$ cat src/rtl/wm_phase_timer_if.sv
// rtl/wm_phase_timer_if.sv - condition/status bundle between the washer FSM and its phase timer
//
// master: the controller side; drives run/actuator and raw sensor signals, reads conditions.
// slave : the phase timer; reads run/sensor signals, drives debounced levels, done flags,
//         fault and remaining_secs.
interface wm_phase_timer_if #(
    parameter int CNT_W = 16
);
    logic             wash_run;
    logic             spin_run;
    logic             fill_run;
    logic             level_hi_raw;
    logic             level_lo_raw;
    logic             clear_fault;
    logic             filled;
    logic             drained;
    logic             cycletime_out;
    logic             spintime_out;
    logic             fault;
    logic [CNT_W-1:0] remaining_secs;

    modport master (
        output wash_run, spin_run, fill_run, level_hi_raw, level_lo_raw, clear_fault,
        input  filled, drained, cycletime_out, spintime_out, fault, remaining_secs
    );

    modport slave (
        input  wash_run, spin_run, fill_run, level_hi_raw, level_lo_raw, clear_fault,
        output filled, drained, cycletime_out, spintime_out, fault, remaining_secs
    );
endinterface

$ cat src/rtl/wm_phase_timer.sv
// rtl/wm_phase_timer.sv - washer phase timer: sensor debounce, wash/spin timing, fill watchdog
//
// Ports:
//   clk  - clock
//   rst  - asynchronous active-low reset
//   bus  - wm_phase_timer_if.slave
//          in : wash_run, spin_run, fill_run, level_hi_raw, level_lo_raw, clear_fault
//          out: filled, drained, cycletime_out, spintime_out, fault, remaining_secs
module wm_phase_timer #(
    parameter int CLK_PER_SEC       = 1000,
    parameter int WASH_SECS         = 20,
    parameter int SPIN_SECS         = 10,
    parameter int DEB_CYCLES        = 4,
    parameter int FILL_TIMEOUT_SECS = 60,
    parameter int CNT_W             = 16
) (
    input logic              clk,
    input logic              rst,
    wm_phase_timer_if.slave  bus
);
    localparam int PW        = $clog2(CLK_PER_SEC);
    localparam int DW        = (DEB_CYCLES > 1) ? $clog2(DEB_CYCLES) : 1;
    localparam int WASH_LOAD = (WASH_SECS == 0) ? 1 : WASH_SECS;
    localparam int SPIN_LOAD = (SPIN_SECS == 0) ? 1 : SPIN_SECS;

    typedef enum logic [2:0] {
        S_IDLE,
        S_WASH,
        S_WASH_DONE,
        S_SPIN,
        S_SPIN_DONE
    } state_t;

    state_t           state, state_n;
    logic [CNT_W-1:0] count, count_n;
    logic             entry;
    logic [PW-1:0]    presc;
    logic             presc_run;
    logic             sec_tick;
    logic [CNT_W-1:0] wd_cnt;
    logic             wd_active;
    logic             fault_q;
    logic             cycletime_q;
    logic             spintime_q;
    logic             hi_s1, hi_s2, lo_s1, lo_s2;
    logic [DW-1:0]    hi_cnt, lo_cnt;
    logic             filled_q, drained_q;
    logic             timing;

    // Two-flop synchronizers for the asynchronous float switches.
    always_ff @(posedge clk or negedge rst) begin
        if (!rst) begin
            hi_s1 <= 1'b0;
            hi_s2 <= 1'b0;
            lo_s1 <= 1'b0;
            lo_s2 <= 1'b0;
        end else begin
            hi_s1 <= bus.level_hi_raw;
            hi_s2 <= hi_s1;
            lo_s1 <= bus.level_lo_raw;
            lo_s2 <= lo_s1;
        end
    end

    // Debounce: the level flips on the DEB_CYCLES-th consecutive differing sample.
    // drained debounces the inverted low switch so that it reads 1 when the tub is empty.
    always_ff @(posedge clk or negedge rst) begin
        if (!rst) begin
            hi_cnt    <= '0;
            filled_q  <= 1'b0;
            lo_cnt    <= '0;
            drained_q <= 1'b0;
        end else begin
            if (hi_s2 == filled_q) begin
                hi_cnt <= '0;
            end else if (hi_cnt == DW'(DEB_CYCLES - 1)) begin
                filled_q <= hi_s2;
                hi_cnt   <= '0;
            end else begin
                hi_cnt <= hi_cnt + DW'(1);
            end

            if (!lo_s2 == drained_q) begin
                lo_cnt <= '0;
            end else if (lo_cnt == DW'(DEB_CYCLES - 1)) begin
                drained_q <= !lo_s2;
                lo_cnt    <= '0;
            end else begin
                lo_cnt <= lo_cnt + DW'(1);
            end
        end
    end

    assign timing    = (state == S_WASH) || (state == S_SPIN);
    assign wd_active = bus.fill_run && !filled_q && !fault_q;
    assign presc_run = timing || wd_active;
    assign sec_tick  = presc_run && (presc == PW'(CLK_PER_SEC - 1));

    // Prescaler restarts on phase entry so the first second of a phase is a full second.
    always_ff @(posedge clk or negedge rst) begin
        if (!rst) begin
            presc <= '0;
        end else if (entry || !presc_run || sec_tick) begin
            presc <= '0;
        end else begin
            presc <= presc + PW'(1);
        end
    end

    always_comb begin
        state_n = state;
        count_n = count;
        entry   = 1'b0;
        case (state)
            S_IDLE: begin
                if (bus.wash_run) begin
                    state_n = S_WASH;
                    count_n = CNT_W'(WASH_LOAD);
                    entry   = 1'b1;
                end else if (bus.spin_run) begin
                    state_n = S_SPIN;
                    count_n = CNT_W'(SPIN_LOAD);
                    entry   = 1'b1;
                end
            end
            S_WASH: begin
                if (!bus.wash_run) begin
                    state_n = S_IDLE;
                    count_n = '0;
                end else if (sec_tick) begin
                    if (count == CNT_W'(1)) begin
                        state_n = S_WASH_DONE;
                        count_n = '0;
                    end else begin
                        count_n = count - CNT_W'(1);
                    end
                end
            end
            S_WASH_DONE: begin
                if (!bus.wash_run) state_n = S_IDLE;
            end
            S_SPIN: begin
                if (!bus.spin_run) begin
                    state_n = S_IDLE;
                    count_n = '0;
                end else if (sec_tick) begin
                    if (count == CNT_W'(1)) begin
                        state_n = S_SPIN_DONE;
                        count_n = '0;
                    end else begin
                        count_n = count - CNT_W'(1);
                    end
                end
            end
            S_SPIN_DONE: begin
                if (!bus.spin_run) state_n = S_IDLE;
            end
            default: begin
                state_n = S_IDLE;
                count_n = '0;
            end
        endcase
    end

    // Done flags decode the next state so they rise on the same edge as the transition.
    always_ff @(posedge clk or negedge rst) begin
        if (!rst) begin
            state       <= S_IDLE;
            count       <= '0;
            cycletime_q <= 1'b0;
            spintime_q  <= 1'b0;
        end else begin
            state       <= state_n;
            count       <= count_n;
            cycletime_q <= (state_n == S_WASH_DONE);
            spintime_q  <= (state_n == S_SPIN_DONE);
        end
    end

    // Fill watchdog. While the tub is still unfilled with the valve open at the limit,
    // the set term keeps re-asserting fault, so a clear only sticks once that clears.
    always_ff @(posedge clk or negedge rst) begin
        if (!rst) begin
            wd_cnt  <= '0;
            fault_q <= 1'b0;
        end else begin
            if (!bus.fill_run || filled_q) begin
                wd_cnt <= '0;
            end else if (wd_active && sec_tick && (wd_cnt != '1)) begin
                wd_cnt <= wd_cnt + CNT_W'(1);
            end

            if (bus.fill_run && !filled_q && (wd_cnt == CNT_W'(FILL_TIMEOUT_SECS))) begin
                fault_q <= 1'b1;
            end else if (bus.clear_fault) begin
                fault_q <= 1'b0;
            end
        end
    end

    assign bus.filled         = filled_q;
    assign bus.drained        = drained_q;
    assign bus.cycletime_out  = cycletime_q;
    assign bus.spintime_out   = spintime_q;
    assign bus.fault          = fault_q;
    assign bus.remaining_secs = timing ? count : '0;
endmodule
$ cat src/flat_wrapper.sv
// flat-port wrapper written by rule: the top's interface ports become plain ports
module wm_phase_timer_flat 
#(
    parameter int CLK_PER_SEC       = 1000,
    parameter int WASH_SECS         = 20,
    parameter int SPIN_SECS         = 10,
    parameter int DEB_CYCLES        = 4,
    parameter int FILL_TIMEOUT_SECS = 60,
    parameter int CNT_W             = 16
)
  (clk, rst, bus_wash_run, bus_spin_run, bus_fill_run, bus_level_hi_raw, bus_level_lo_raw, bus_clear_fault, bus_filled, bus_drained, bus_cycletime_out, bus_spintime_out, bus_fault, bus_remaining_secs);
  wm_phase_timer_if #(.CNT_W(CNT_W)) bus_i ();
  input logic clk;
  input logic rst;
  input wire logic [$bits(bus_i.wash_run)-1:0] bus_wash_run;
  input wire logic [$bits(bus_i.spin_run)-1:0] bus_spin_run;
  input wire logic [$bits(bus_i.fill_run)-1:0] bus_fill_run;
  input wire logic [$bits(bus_i.level_hi_raw)-1:0] bus_level_hi_raw;
  input wire logic [$bits(bus_i.level_lo_raw)-1:0] bus_level_lo_raw;
  input wire logic [$bits(bus_i.clear_fault)-1:0] bus_clear_fault;
  output wire logic [$bits(bus_i.filled)-1:0] bus_filled;
  output wire logic [$bits(bus_i.drained)-1:0] bus_drained;
  output wire logic [$bits(bus_i.cycletime_out)-1:0] bus_cycletime_out;
  output wire logic [$bits(bus_i.spintime_out)-1:0] bus_spintime_out;
  output wire logic [$bits(bus_i.fault)-1:0] bus_fault;
  output wire logic [$bits(bus_i.remaining_secs)-1:0] bus_remaining_secs;
  assign bus_i.wash_run = bus_wash_run;
  assign bus_i.spin_run = bus_spin_run;
  assign bus_i.fill_run = bus_fill_run;
  assign bus_i.level_hi_raw = bus_level_hi_raw;
  assign bus_i.level_lo_raw = bus_level_lo_raw;
  assign bus_i.clear_fault = bus_clear_fault;
  assign bus_filled = bus_i.filled;
  assign bus_drained = bus_i.drained;
  assign bus_cycletime_out = bus_i.cycletime_out;
  assign bus_spintime_out = bus_i.spintime_out;
  assign bus_fault = bus_i.fault;
  assign bus_remaining_secs = bus_i.remaining_secs;
  wm_phase_timer #(.CLK_PER_SEC(CLK_PER_SEC), .WASH_SECS(WASH_SECS), .SPIN_SECS(SPIN_SECS), .DEB_CYCLES(DEB_CYCLES), .FILL_TIMEOUT_SECS(FILL_TIMEOUT_SECS), .CNT_W(CNT_W)) u_core (.clk(clk), .rst(rst), .bus(bus_i));
endmodule
$ cat config.mk
export PLATFORM = sky130hd
export DESIGN_NAME = wm_phase_timer_flat
export DESIGN_NICKNAME = d
export VERILOG_FILES = /design/src/rtl/wm_phase_timer_if.sv /design/src/rtl/wm_phase_timer.sv /design/src/flat_wrapper.sv
export SDC_FILE = /design/constraint.sdc
export NUM_CORES = 1
export LEC_CHECK = 0
export CORE_ASPECT_RATIO = 1.4
export CORE_MARGIN = 5
export CORE_UTILIZATION = 35
export DETAILED_ROUTE_END_ITERATION = 8
export GPL_ROUTABILITY_DRIVEN = 0
export PLACE_DENSITY_LB_ADDON = 0.15
export SLEW_MARGIN = 20
export SYNTH_ARGS = -nofsm -noshare
export SYNTH_HDL_FRONTEND = slang
export SYNTH_SLANG_ARGS = --single-unit
$ cat constraint.sdc
create_clock -name clk -period 4.5 [get_ports clk]
set_input_delay 0.675 -clock clk [delete_from_list [all_inputs] [get_ports clk]]
set_output_delay 0.675 -clock clk [all_outputs]
set_load 0.02 [all_outputs]
==> flow_summary.ini <==
[run_status]
status = finished clean

[timing]
drv_slew = 0
worst_pin_slew_ns = 0.880
period_share_pct = 69.1
tns_ns = 0
finClkSkew_ns = 0.00270
maxClockFrequency_mhz = 321
hold_viol = 0
rsz0062_at_grt = no
maxSlewHeadroom_pct = 41.4
setup_viol = 0
fin_crit_ns = 3.11

[global_routing]
antenna_found_initial = 0
grt_pass1_vias = 2751
grt_pass1_wl_mm = 13.0
grt_util_all_layers_pct = 14.0
grt_max_degree = 40
gr-total-overflow = 0

[route]
ant_nets = 0
drc = 0
via_count = 2709
highest_layer = met4
wl_met2_mm = 3.70
routedWlPerCell_um = 15.4
drt_iter0_markers = 128
wl_mm = 7.50
vias_per_cell = 5.55
met1Wirelength_mm = 3.33
routed-wl-met3_um = 290
dr.pass1.iters = 4

[logic_synthesis]
yosys-top-cells-count = dfrtp_1, nor2_1, a21oi_1
netlist.area_leader.share_pct = 44.2
yosys-top-cells-area = dfrtp_1, a21oi_1, nor2_1, and2_1, ha_1
synth_area_mm2 = 0.00328
synthArstFlopShare_pct = 100
synth-main-ff-cell = dfrtp_1
synth_edf_count = 0
ys_seq_area_share_pct = 44.2
yosys.area.top_type = dfrtp_1
yosysWarnings = 0
ys_types = 62
synth_most_common_cell = dfrtp_1
avgSynthCellArea_um2 = 9.41
syn-num-nets = 364
synth-seq-cells = 58
synthCells = 349

[placed_design]
io_buffers = 28
hpwlAfterDp_mm = 5.28
place_inst = 472
placed_area_mm2 = 0.00363

[setup_path]
r2r_end = u_core.count[5]
rr_startpoint = u_core.state[0]
rr_worst_depth = 5
reg2reg_slack_ns = 1.80
end_kind = output port
startpoint_type = flop
path_class = flop to output port
worstPathRequired_ns = 3.83
cp.arrival_ns = 2.44
crit_fanout = 19

[clock_network]
h-tree-depth = 3
ctsHoldBuffers = 0
cts_resized = 0
clock-root-buffer = clkbuf_16
clock_sinks = 58
post_cts_buffers = 0
cts_buffer_depth = 2
cts_buffers = 9
clk_pin_slew_ns = 0.05
clk_latency_ns = 0.33
cts_tree = yes

[pwr]
clockPowerShare_pct = 40.1
seqPwrFrac_pct = 35.8
switching_share_pct = 31.7
total_power_uw = 1900
power_frac_comb_pct = 24.1
p_leak_uw = 0.00167
internal_power_uw = 1300
power_per_cell_area_mw_per_mm2 = 480
power.switching_uw = 603
irDropWorstVdd_v = 0.000174

[final_layout]
multi_input_area_mm2 = 0.00171
nets = 391
fill_cells = 872
drive_gt1_share_pct = 8.92
fin_cells = 488
diodes = 0
final_area_mm2 = 0.00397
syn2layout_area_growth_pct = 20.8
final-seq-area_mm2 = 0.00145

[worst_hold_path]
hold_class = flop to flop
hold_end = u_core.lo_s2
hold_start = u_core.lo_s1
holdPathStages = 0

[die]
die_w_um = 91.9
die_area_mm2 = 0.0114
start_util_pct = 36.2
rows = 41
core-area_mm2 = 0.00908
dieHeight_um = 125
ioPinCount = 29

[job]
cap_violations = 0
==> cell type report <==
cell class,count,area share [%]
multi-input cells,265,43.1
flip-flops and latches,58,36.6
repair buffers,30,7.31
clock buffers,12,6.72
well taps,107,3.37
clock inverters,4,1.83
inverters,12,1.13
==> sequential cells by signal, summed over array words and instances, names as in the netlist <==
register,flops
u_core.bus.filled,1
u_core.lo_s2,1
u_core.hi_s2,1
u_core.state,3
u_core.lo_s1,1
u_core.lo_cnt,2
u_core.wd_cnt,16
u_core.presc,10
u_core.bus.fault,1
u_core.bus.spintime_out,1
u_core.hi_cnt,2
u_core.bus.cycletime_out,1
u_core.count,16
u_core.bus.drained,1
u_core.hi_s1,1
==> power by group through the flow <==
stage	sequential [uW]	combinational [uW]	clock (uW)
3_3_place_gp	688	458	0
4_1_cts	681	465	785
2_1_floorplan	666	345	0
3_5_place_dp	690	462	0
6_report	682	459	763
5_1_grt	696	513	804
==> cells by family after synthesis <==
group / synth area share [%]
flops: 44.2
mux: 1.26
xor+xnor: 4.00
simple gates: 27.9
buf+inv: 3.77
fa+ha+maj: 2.67
compound gates: 16.2
==> how the worst max path moves through the flow <==
stage / startpoint / endpoint / slack, ns / cells after the start
2_1_floorplan: bus_wash_run / u_core.count[11] / 2.34 / 7
3_3_place_gp: bus_fill_run / u_core.count[5] / 1.62 / 6
3_5_place_dp: bus_fill_run / u_core.count[5] / 1.56 / 6
4_1_cts: u_core.state[0] / bus_remaining_secs[2] / 1.39 / 3
5_1_grt: u_core.state[0] / bus_remaining_secs[2] / 1.26 / 3
6_report: u_core.state[0] / bus_remaining_secs[2] / 1.39 / 3
==> per-layer routing <==
metal	GRT usage [%]	up-vias
met3	3.32	15
met5	0	-
met1	16.5	1312
met4	7.17	0
li1	-	1336
met2	23.6	46
==> worst max-delay path, cell delays in order (launching register included) <==
cell and delay [ns]:
dfrtp_1 0.60, nor2b_2 0.63, and2_1 0.25, clkdlybuf4s50_1 0.61
==> layout by cell type (no fill, tap or decap), drive strengths merged, types with 9 or more instances in the layout <==
cell / n
dfrtp: 58
nor2: 33
a21oi: 27
clkdlybuf4s50: 27
nand2: 19
and2: 16
o21ai: 16
or3: 14
inv: 12
nand3: 12
clkbuf: 12
nand4: 11
nor3: 9
==> per-stage QoR <==
step / setup WS [ns] / utilization [%] / hold slack, ns
after global routing: 1.26 / 43.7 / 0.350
final: 1.39 / 43.7 / 0.346
after global placement: 1.62 / 40.0 / 0.335
after floorplan: 2.34 / - / 0.331
after detailed placement: 1.56 / 40.0 / 0.335
after CTS: 1.39 / 43.7 / 0.347
Note: power is estimated with default switching activity, not from simulation.
